### src/rtl/mux41_arb_pkg.sv
// rtl/mux41_arb_pkg.sv - shared constants, state encoding and helpers for mux41_arbiter
package mux41_arb_pkg;

    localparam int NUM_REQ = 4;
    localparam int SEL_W   = 2;

    typedef enum logic [1:0] {
        IDLE    = 2'd0,
        GRANT   = 2'd1,
        RELEASE = 2'd2
    } state_t;

    localparam logic [SEL_W-1:0] SEL_A = 2'd0;
    localparam logic [SEL_W-1:0] SEL_B = 2'd1;
    localparam logic [SEL_W-1:0] SEL_C = 2'd2;
    localparam logic [SEL_W-1:0] SEL_D = 2'd3;

    function automatic logic [NUM_REQ-1:0] onehot(input logic [SEL_W-1:0] idx);
        return NUM_REQ'(1) << idx;
    endfunction

endpackage

### src/rtl/mux41_arbiter_rr_pick4.sv
// rtl/mux41_arbiter_rr_pick4.sv - combinational round-robin pick of the first request at or after ptr
module rr_pick4
    import mux41_arb_pkg::*;
(
    input  logic [NUM_REQ-1:0] req,
    input  logic [SEL_W-1:0]   ptr,
    output logic [SEL_W-1:0]   winner,
    output logic               any
);

    logic [SEL_W-1:0] idx;

    always_comb begin
        winner = ptr;
        any    = 1'b0;
        idx    = ptr;
        for (int i = 0; i < NUM_REQ; i++) begin
            idx = ptr + SEL_W'(i);
            if (req[idx] && !any) begin
                winner = idx;
                any    = 1'b1;
            end
        end
    end

endmodule

### src/rtl/mux41_arbiter.sv
// rtl/mux41_arbiter.sv - round-robin break-before-make arbiter driving a registered 4:1 mux
// Optional grant timeout enabled by defining MUX41_ARB_TIMEOUT_EN.
module mux41_arbiter #(
    parameter int WIDTH    = 1,
    parameter int MAX_HOLD = 16
) (
    input  logic             Clk,
    input  logic             Rst_n,
    input  logic [3:0]       Req,
    input  logic [WIDTH-1:0] A,
    input  logic [WIDTH-1:0] B,
    input  logic [WIDTH-1:0] C,
    input  logic [WIDTH-1:0] D,
    output logic [3:0]       Gnt,
    output logic             Gnt_valid,
    output logic [1:0]       Sel,
    output logic [WIDTH-1:0] Mux_out
);
    import mux41_arb_pkg::*;

    if (MAX_HOLD < 2 || MAX_HOLD > 256) begin : g_bad_max_hold
        $error("mux41_arbiter: MAX_HOLD out of range 2..256");
    end

    state_t             state, state_d;
    logic [SEL_W-1:0]   ptr, ptr_d, sel_d, winner;
    logic [NUM_REQ-1:0] gnt_d;
    logic               gnt_valid_d, any, hold_expired;
    logic [WIDTH-1:0]   mux_sel, mux_d;

    rr_pick4 u_pick (
        .req    (Req),
        .ptr    (ptr),
        .winner (winner),
        .any    (any)
    );

`ifdef MUX41_ARB_TIMEOUT_EN
    localparam int HOLD_W = $clog2(MAX_HOLD);
    logic [HOLD_W-1:0] hold_cnt;

    // Zero in every non-GRANT cycle, so the first GRANT cycle always sees 0.
    always_ff @(posedge Clk or negedge Rst_n) begin
        if (!Rst_n)
            hold_cnt <= '0;
        else if (state != GRANT)
            hold_cnt <= '0;
        else
            hold_cnt <= hold_cnt + HOLD_W'(1);
    end

    assign hold_expired = (hold_cnt == HOLD_W'(MAX_HOLD - 1));
`else
    assign hold_expired = 1'b0;
`endif

    always_ff @(posedge Clk or negedge Rst_n) begin
        if (!Rst_n)
            state <= IDLE;
        else
            state <= state_d;
    end

    always_comb begin
        state_d = state;
        case (state)
            IDLE:    if (any) state_d = GRANT;
            GRANT:   if (!Req[Sel] || hold_expired) state_d = RELEASE;
            RELEASE: state_d = any ? GRANT : IDLE;
            default: state_d = IDLE;
        endcase
    end

    // Grant outputs only change on GRANT entry/exit; Sel keeps the last owner.
    always_comb begin
        gnt_d       = Gnt;
        gnt_valid_d = Gnt_valid;
        sel_d       = Sel;
        ptr_d       = ptr;
        if (state != GRANT && state_d == GRANT) begin
            gnt_d       = onehot(winner);
            gnt_valid_d = 1'b1;
            sel_d       = winner;
            ptr_d       = winner + SEL_W'(1);
        end else if (state == GRANT && state_d != GRANT) begin
            gnt_d       = '0;
            gnt_valid_d = 1'b0;
        end
    end

    always_comb begin
        mux_sel = '0;
        case (Sel)
            SEL_A:   mux_sel = A;
            SEL_B:   mux_sel = B;
            SEL_C:   mux_sel = C;
            SEL_D:   mux_sel = D;
            default: mux_sel = '0;
        endcase
        mux_d = Gnt_valid ? mux_sel : '0;
    end

    always_ff @(posedge Clk or negedge Rst_n) begin
        if (!Rst_n) begin
            Gnt       <= '0;
            Gnt_valid <= 1'b0;
            Sel       <= SEL_A;
            ptr       <= SEL_A;
            Mux_out   <= '0;
        end else begin
            Gnt       <= gnt_d;
            Gnt_valid <= gnt_valid_d;
            Sel       <= sel_d;
            ptr       <= ptr_d;
            Mux_out   <= mux_d;
        end
    end

endmodule
### config.mk
export PLATFORM = sky130hd
export DESIGN_NAME = mux41_arbiter
export DESIGN_NICKNAME = d
export VERILOG_FILES = /design/src/rtl/mux41_arb_pkg.sv /design/src/rtl/mux41_arbiter_rr_pick4.sv /design/src/rtl/mux41_arbiter.sv
export SDC_FILE = /design/constraint.sdc
export NUM_CORES = 1
export LEC_CHECK = 0
export CORE_MARGIN = 3
export CORE_UTILIZATION = 46
export DETAILED_ROUTE_END_ITERATION = 7
export PLACE_DENSITY_LB_ADDON = 0.08
export SLEW_MARGIN = 10
export SYNTH_ARGS = -nofsm -noshare
export SYNTH_HDL_FRONTEND = slang
export SYNTH_SLANG_ARGS = --single-unit
### constraint.sdc
create_clock -name Clk -period 3.02 [get_ports Clk]
set_clock_uncertainty 0.2 [all_clocks]
set_input_delay 0.604 -clock Clk [delete_from_list [all_inputs] [get_ports Clk]]
set_output_delay 0.604 -clock Clk [all_outputs]
set_load 0.1 [all_outputs]
* Yosys cells after proc, flatten, opt, wreduce, memory -nomap -nowiden
Index checks and enable logic that the tools add are counted.
Word-level totals: flip-flop bits (word level) 12, input bits 10, output and inout bits 8
Operators by class: $lt $le $gt $ge 5, muxes and demuxes 27, reduce and logical (&&, ||, !) cells 11, $add $sub $neg 4, shift-type cells 1, eq/ne operators 8
Operator list (count):
- $lt 2x3->1 const B | 5
- $mux 1 | 13
- $bmux 1 s2 | 5
- $mux 2 | 5
- $mux 4 | 2
- $eq 2x1->1 const B | 3
- $eq 2x2->1 const B | 3
- $pmux 2 s3 | 1
- $logic_and 1x1->1 | 5
- $add 2x1->2 const B | 2
- $add 2x2->2 const B | 2
- $logic_not 2->1 | 2
- $ne 2x1->1 const B | 2
- $pmux 1 s4 | 1
- $shl 1x2->4 const A | 1
- $logic_not 1->1 | 3
- $reduce_bool 2->1 | 1

* Logic depth before layout (Yosys ltp)
depth in word-level cells 18, depth in mapped cells 7

* Hierarchy
A second synthesis with hierarchy kept.
Unflattened totals: cells, all modules 63, area total of the unflattened synthesis 674.4 um^2
By module, submodules not included:
- mux41_arbiter | cells each 47, instances 1, area an instance 574.3 um^2, sequential area each 300.3 um^2
- rr_pick4 | cells each 16, instances 1, area an instance 100.1 um^2, sequential area each 0.0 um^2

* Worst setup path before layout
No wires, ideal clock.
path type register to register, from register Sel[0], to register Gnt_valid, data required time 2.694 ns, library setup time 0.126 ns, path buffers 1, cell stages (with the launch flop) 7, arrival 2.646 ns, slack 0.048 ns, path through dfrtp_1 mux4_1 nand3b_1 o21ai_0 ha_1 clkbuf_1 mux2_2
On the way: cells in the longest elaborated chain, start to end 7, elaborated cells between the ends (all ways) 10, those cells by class eq/ne (2); mux (5); reduce/logical (3)
RTL lines:
- from (decl) | RTL line mux41_arbiter.sv:16 | output logic [1:0] Sel,
- from (signal assigned) | RTL line mux41_arbiter.sv:113 | Sel <= sel_d;
- $bmux 1 s2 * | RTL line mux41_arbiter.sv:68 | GRANT: if (!Req[Sel] || hold_expired) state_d = RELEASE;
- $mux 1 (implied by the code) * | RTL line mux41_arbiter.sv:68
- $mux 2 * | RTL line mux41_arbiter.sv:68
- $pmux 2 s3 * | RTL line mux41_arbiter.sv:66 | case (state)
- $eq 2x1->1 or $ne 2x1->1 (tied branches) | RTL line mux41_arbiter.sv:80, mux41_arbiter.sv:85
- $logic_and 1x1->1, on equally long branches | RTL line mux41_arbiter.sv:80, mux41_arbiter.sv:85
- $mux 1 or $reduce_bool 2->1 (tied branches)
- to (signal assigned) | RTL line mux41_arbiter.sv:112 | Gnt_valid <= gnt_valid_d;
- to (decl) | RTL line mux41_arbiter.sv:15 | output logic Gnt_valid,
Every way passes the cells marked *; elsewhere a longest branch is shown, timed or not. The select of a mux whose other input is x is not followed. A chain may end at the register's enable or synchronous reset.

* Final worst setup path
from input port Req[1], to register ptr[1]
On the way: cells in the longest elaborated chain, start to end 16, elaborated cells between the ends (all ways) 30, those cells by class add/sub (1); eq/ne (1); mux (21); reduce/logical (7)
RTL lines:
- from (decl) | RTL line mux41_arbiter.sv:9 | input logic [3:0] Req,
- $bmux 1 s2 | RTL line mux41_arbiter_rr_pick4.sv:19 | if (req[idx] && !any) begin
- $mux 1 (implied by the code) | RTL line mux41_arbiter_rr_pick4.sv:19
- $mux 1 | RTL line mux41_arbiter_rr_pick4.sv:19
- $logic_not 1->1 | RTL line mux41_arbiter_rr_pick4.sv:19
- $logic_and 1x1->1 | RTL line mux41_arbiter_rr_pick4.sv:19
- $mux 1 | RTL line mux41_arbiter_rr_pick4.sv:19
- $logic_not 1->1 | RTL line mux41_arbiter_rr_pick4.sv:19
- $logic_and 1x1->1 | RTL line mux41_arbiter_rr_pick4.sv:19
- $mux 1 | RTL line mux41_arbiter_rr_pick4.sv:19
- $logic_not 1->1 | RTL line mux41_arbiter_rr_pick4.sv:19
- $logic_and 1x1->1 | RTL line mux41_arbiter_rr_pick4.sv:19
- $mux 1 | RTL line mux41_arbiter_rr_pick4.sv:19
- $mux 1 or $mux 2 (tied branches) | RTL line mux41_arbiter.sv:69, mux41_arbiter.sv:67
- $pmux 2 s3 | RTL line mux41_arbiter.sv:66
- $eq 2x1->1 | RTL line mux41_arbiter.sv:80 | if (state != GRANT && state_d == GRANT) begin
- $logic_and 1x1->1 | RTL line mux41_arbiter.sv:80
- to (signal assigned) | RTL line mux41_arbiter.sv:114 | ptr <= ptr_d;
- to (decl) | RTL line mux41_arbiter.sv:26 | logic [SEL_W-1:0] ptr, ptr_d, sel_d, winner;
Several ways; a longest one is shown, not always the timed one. The select of a mux whose other input is x is not followed.

==> results_dict.tcl <==
set metrics [dict create \
    status "finished, final reports clean" \
    drc_errors 0 \
    layout_min_cycle_time_ns 2.59 \
    path_cells "clkdlybuf4s50_1 -> mux4_1 -> nand3b_1 -> o21ai_0 -> ha_1 -> mux2_2" \
    setup_viol 0 \
    hold_class "register to register" \
    path_buf_inv 1 \
    fin_ws_ns 0.427 \
    synthTopCellsByCount "dfrtp_1 (12), nand2_1 (9), o21ai_0 (8), ha_1 (5), nor2_1 (4)" \
    wirelength_um 1440 \
    synth_edf_count 0 \
    cts_setup_buffers 0 \
    gp_congestion 0.776 \
    synth.distinct_cells 27 \
    ctsResizeCount 0 \
    synth.most_common_cell "dfrtp_1" \
    cts_buffer_depth 2 \
    tritoncts "yes" \
    io_buffers 17 \
    fin_nets 101 \
    hpwl_um 1030 \
    core_sq_um 1330 \
    initial_core_util_pct 50.8 \
    yosysTopAreaCell "dfrtp_1" \
    clk-insertion-delay-late_ns 0.27 \
    syn_nets 79 \
    fmaxAchievable_mhz 386 \
    viasPerCell 5.73 \
    die_w_um 44.4 \
    cts.sinks 12 \
    max_cap_violations 0 \
    grt-ovfl-total 0 \
    hold_viol_final 0 \
    antenna-diode-count 0 \
    synth_warnings 0 \
    synth_flop_cell "dfrtp_1" \
    timing.max_slew.rel_slack_pct 63.7 \
    grt_pass1_vias 568 \
    slowest_stage "mux4_1" \
    grt_pass1_wl_um 2440 \
    rsz0062_at_grt "false" \
    crit_cells 6 \
    root_buffer "clkbuf_4" \
    synth_async_sr_flop_share_pct 100 \
    netlist_area_sq_um 677 \
    drtPass1Iterations 4 \
    antenna_found_initial 0 \
    crit_path_max_incr_delay_ns 0.56 \
    place_ws_ns 0.195 \
    whs_path_depth 2 \
    htreeDepth 1 \
    critical_path_arrival_ns 2.55 \
    grt_usage_pct 17.5 \
    drt-wirelength-per-cell_um 14.4 \
    tns_ns 0 \
    drt_iter0_markers 38 \
    critPathRequiredTime_ns 2.98 \
    clk_pin_slew_ns 0.07 \
    ff2ff_setup_slack_ns 0.76 \
    synth_area_leaders "dfrtp_1 (44%), ha_1 (9.2%), o21ai_0 (5.9%)" \
    seq_area_frac_synth_pct 44.4 \
    crit_path_end_kind "register" \
    ant_nets 0 \
    cts_hold_buf 0 \
    area_delta_synth_final_pct 31.4 \
    fin_crit_sh_pct 85.9 \
    grt_max_degree 13 \
    holdWs_ns 0.283 \
    cts_buffers 3 \
    ys_seq_elements 12 \
    r2r_cells 5 \
    pin_count 18 \
    worstPathMaxFanout 12 \
    die_area_sq_um 1970 \
    netlist.area_leader.share_pct 44.4 \
    tightestPinTransition_ns 0.543 \
    die_h_um 44.4 \
    slew_violations 0 \
    avgSynthCellArea_sq_um 10.6 \
    setup.worst_path.start_class "input pin" \
    crit_family "multiplexers" \
    netlist_instances 64 \
    dr_total_vias 573 \
    crit_type "input pin to register" \
    drive_gt1_share_pct 23.5 \
    row_count 13 \
]
-- worst paths after layout --
kind / start / to
worst min-delay path: Gnt[2] / Gnt[2]
max in group asynchronous: Rst_n / ptr[1]
worst max register to register: Sel[0] / ptr[1]
worst min register to register: Gnt[2] / Gnt[2]
worst max-delay path: Req[1] / ptr[1]
min in group asynchronous: Rst_n / state[0]
-- flip-flops by register name, summed over array words and instances, names as in the netlist --
| register | cells |
|---|---|
| Gnt | 4 |
| Gnt_valid | 1 |
| Mux_out | 1 |
| Sel | 2 |
| ptr | 2 |
| state | 2 |
-- metrics by stage --
step / area, sq um / cells / utilization, %
6_report: 890 / 100 / 66.7
3_3_place_gp: 853 / 96 / 64.0
5_1_grt: 890 / 100 / 66.7
4_1_cts: 890 / 100 / 66.7
2_1_floorplan: 677 / 64 / -
3_5_place_dp: 853 / 96 / 64.0
-- worst register-to-register path, delay by kind of cell, from the launching register on --
family          cells  cell delay [ns]
compound gates      1             0.09
simple gates        1             0.12
mux                 2             0.93
fa+ha+maj           1             0.36
flops               1             0.46
-- layout make-up --
cell class / instances / area (sq um)
fillers: 96 / 444
flip-flops and latches: 12 / 300
clock buffers: 4 / 36.3
multi-input cells: 50 / 369
well taps: 15 / 18.8
repair buffers: 19 / 165
-- cell usage in the layout, fill, tap and decap left out --
master / Yosys / layout
nor4_1: 1 / 1
nand2_1: 9 / 9
clkbuf_4: 0 / 3
clkdlybuf4s50_1: 0 / 9
mux2_2: 2 / 2
nor2_1: 4 / 4
o21bai_1: 1 / 1
and2b_2: 1 / 1
a41oi_1: 1 / 1
and2_2: 1 / 1
dfrtp_1: 12 / 12
mux4_2: 1 / 1
clkbuf_8: 0 / 1
and2_1: 1 / 1
a41o_1: 1 / 1
mux4_1: 1 / 1
buf_4: 0 / 10
a31oi_1: 1 / 1
nand3b_1: 1 / 1
and2b_1: 1 / 1
nor2b_1: 3 / 3
nand2b_1: 1 / 1
and3b_1: 1 / 1
nor3_1: 1 / 1
a211o_1: 1 / 1
o21ai_0: 8 / 8
ha_1: 5 / 5
and3_1: 1 / 1
or4_4: 1 / 1
nand3_1: 1 / 1
-- per-layer routing --
metal / vias up / share of wire (%) / wire [um] / track usage, %
met1: 273 / 43 / 620 / 21.7
met3: 4 / 7.6 / 109 / 3.25
met2: 23 / 48 / 689 / 28.8
met4: 0 / 1.6 / 23 / 9.04
li1: 273 / - / - / -
met5: - / 0 / 0 / 0
-- cell families after synthesis --
family | count (synthesis) | share of synthesized area [%]
DFF | 12 | 44.4
muxes | 4 | 10.5
and+or+nand+nor | 28 | 22.7
buffers and inverters | 2 | 1.11
adders and majority gates | 5 | 9.24
AOI/OAI and AO/OA | 13 | 12.0
Power is left out: the tool's default activity adds up to more than one toggle a clock period on the data nets, which glitch-free logic cannot reach.
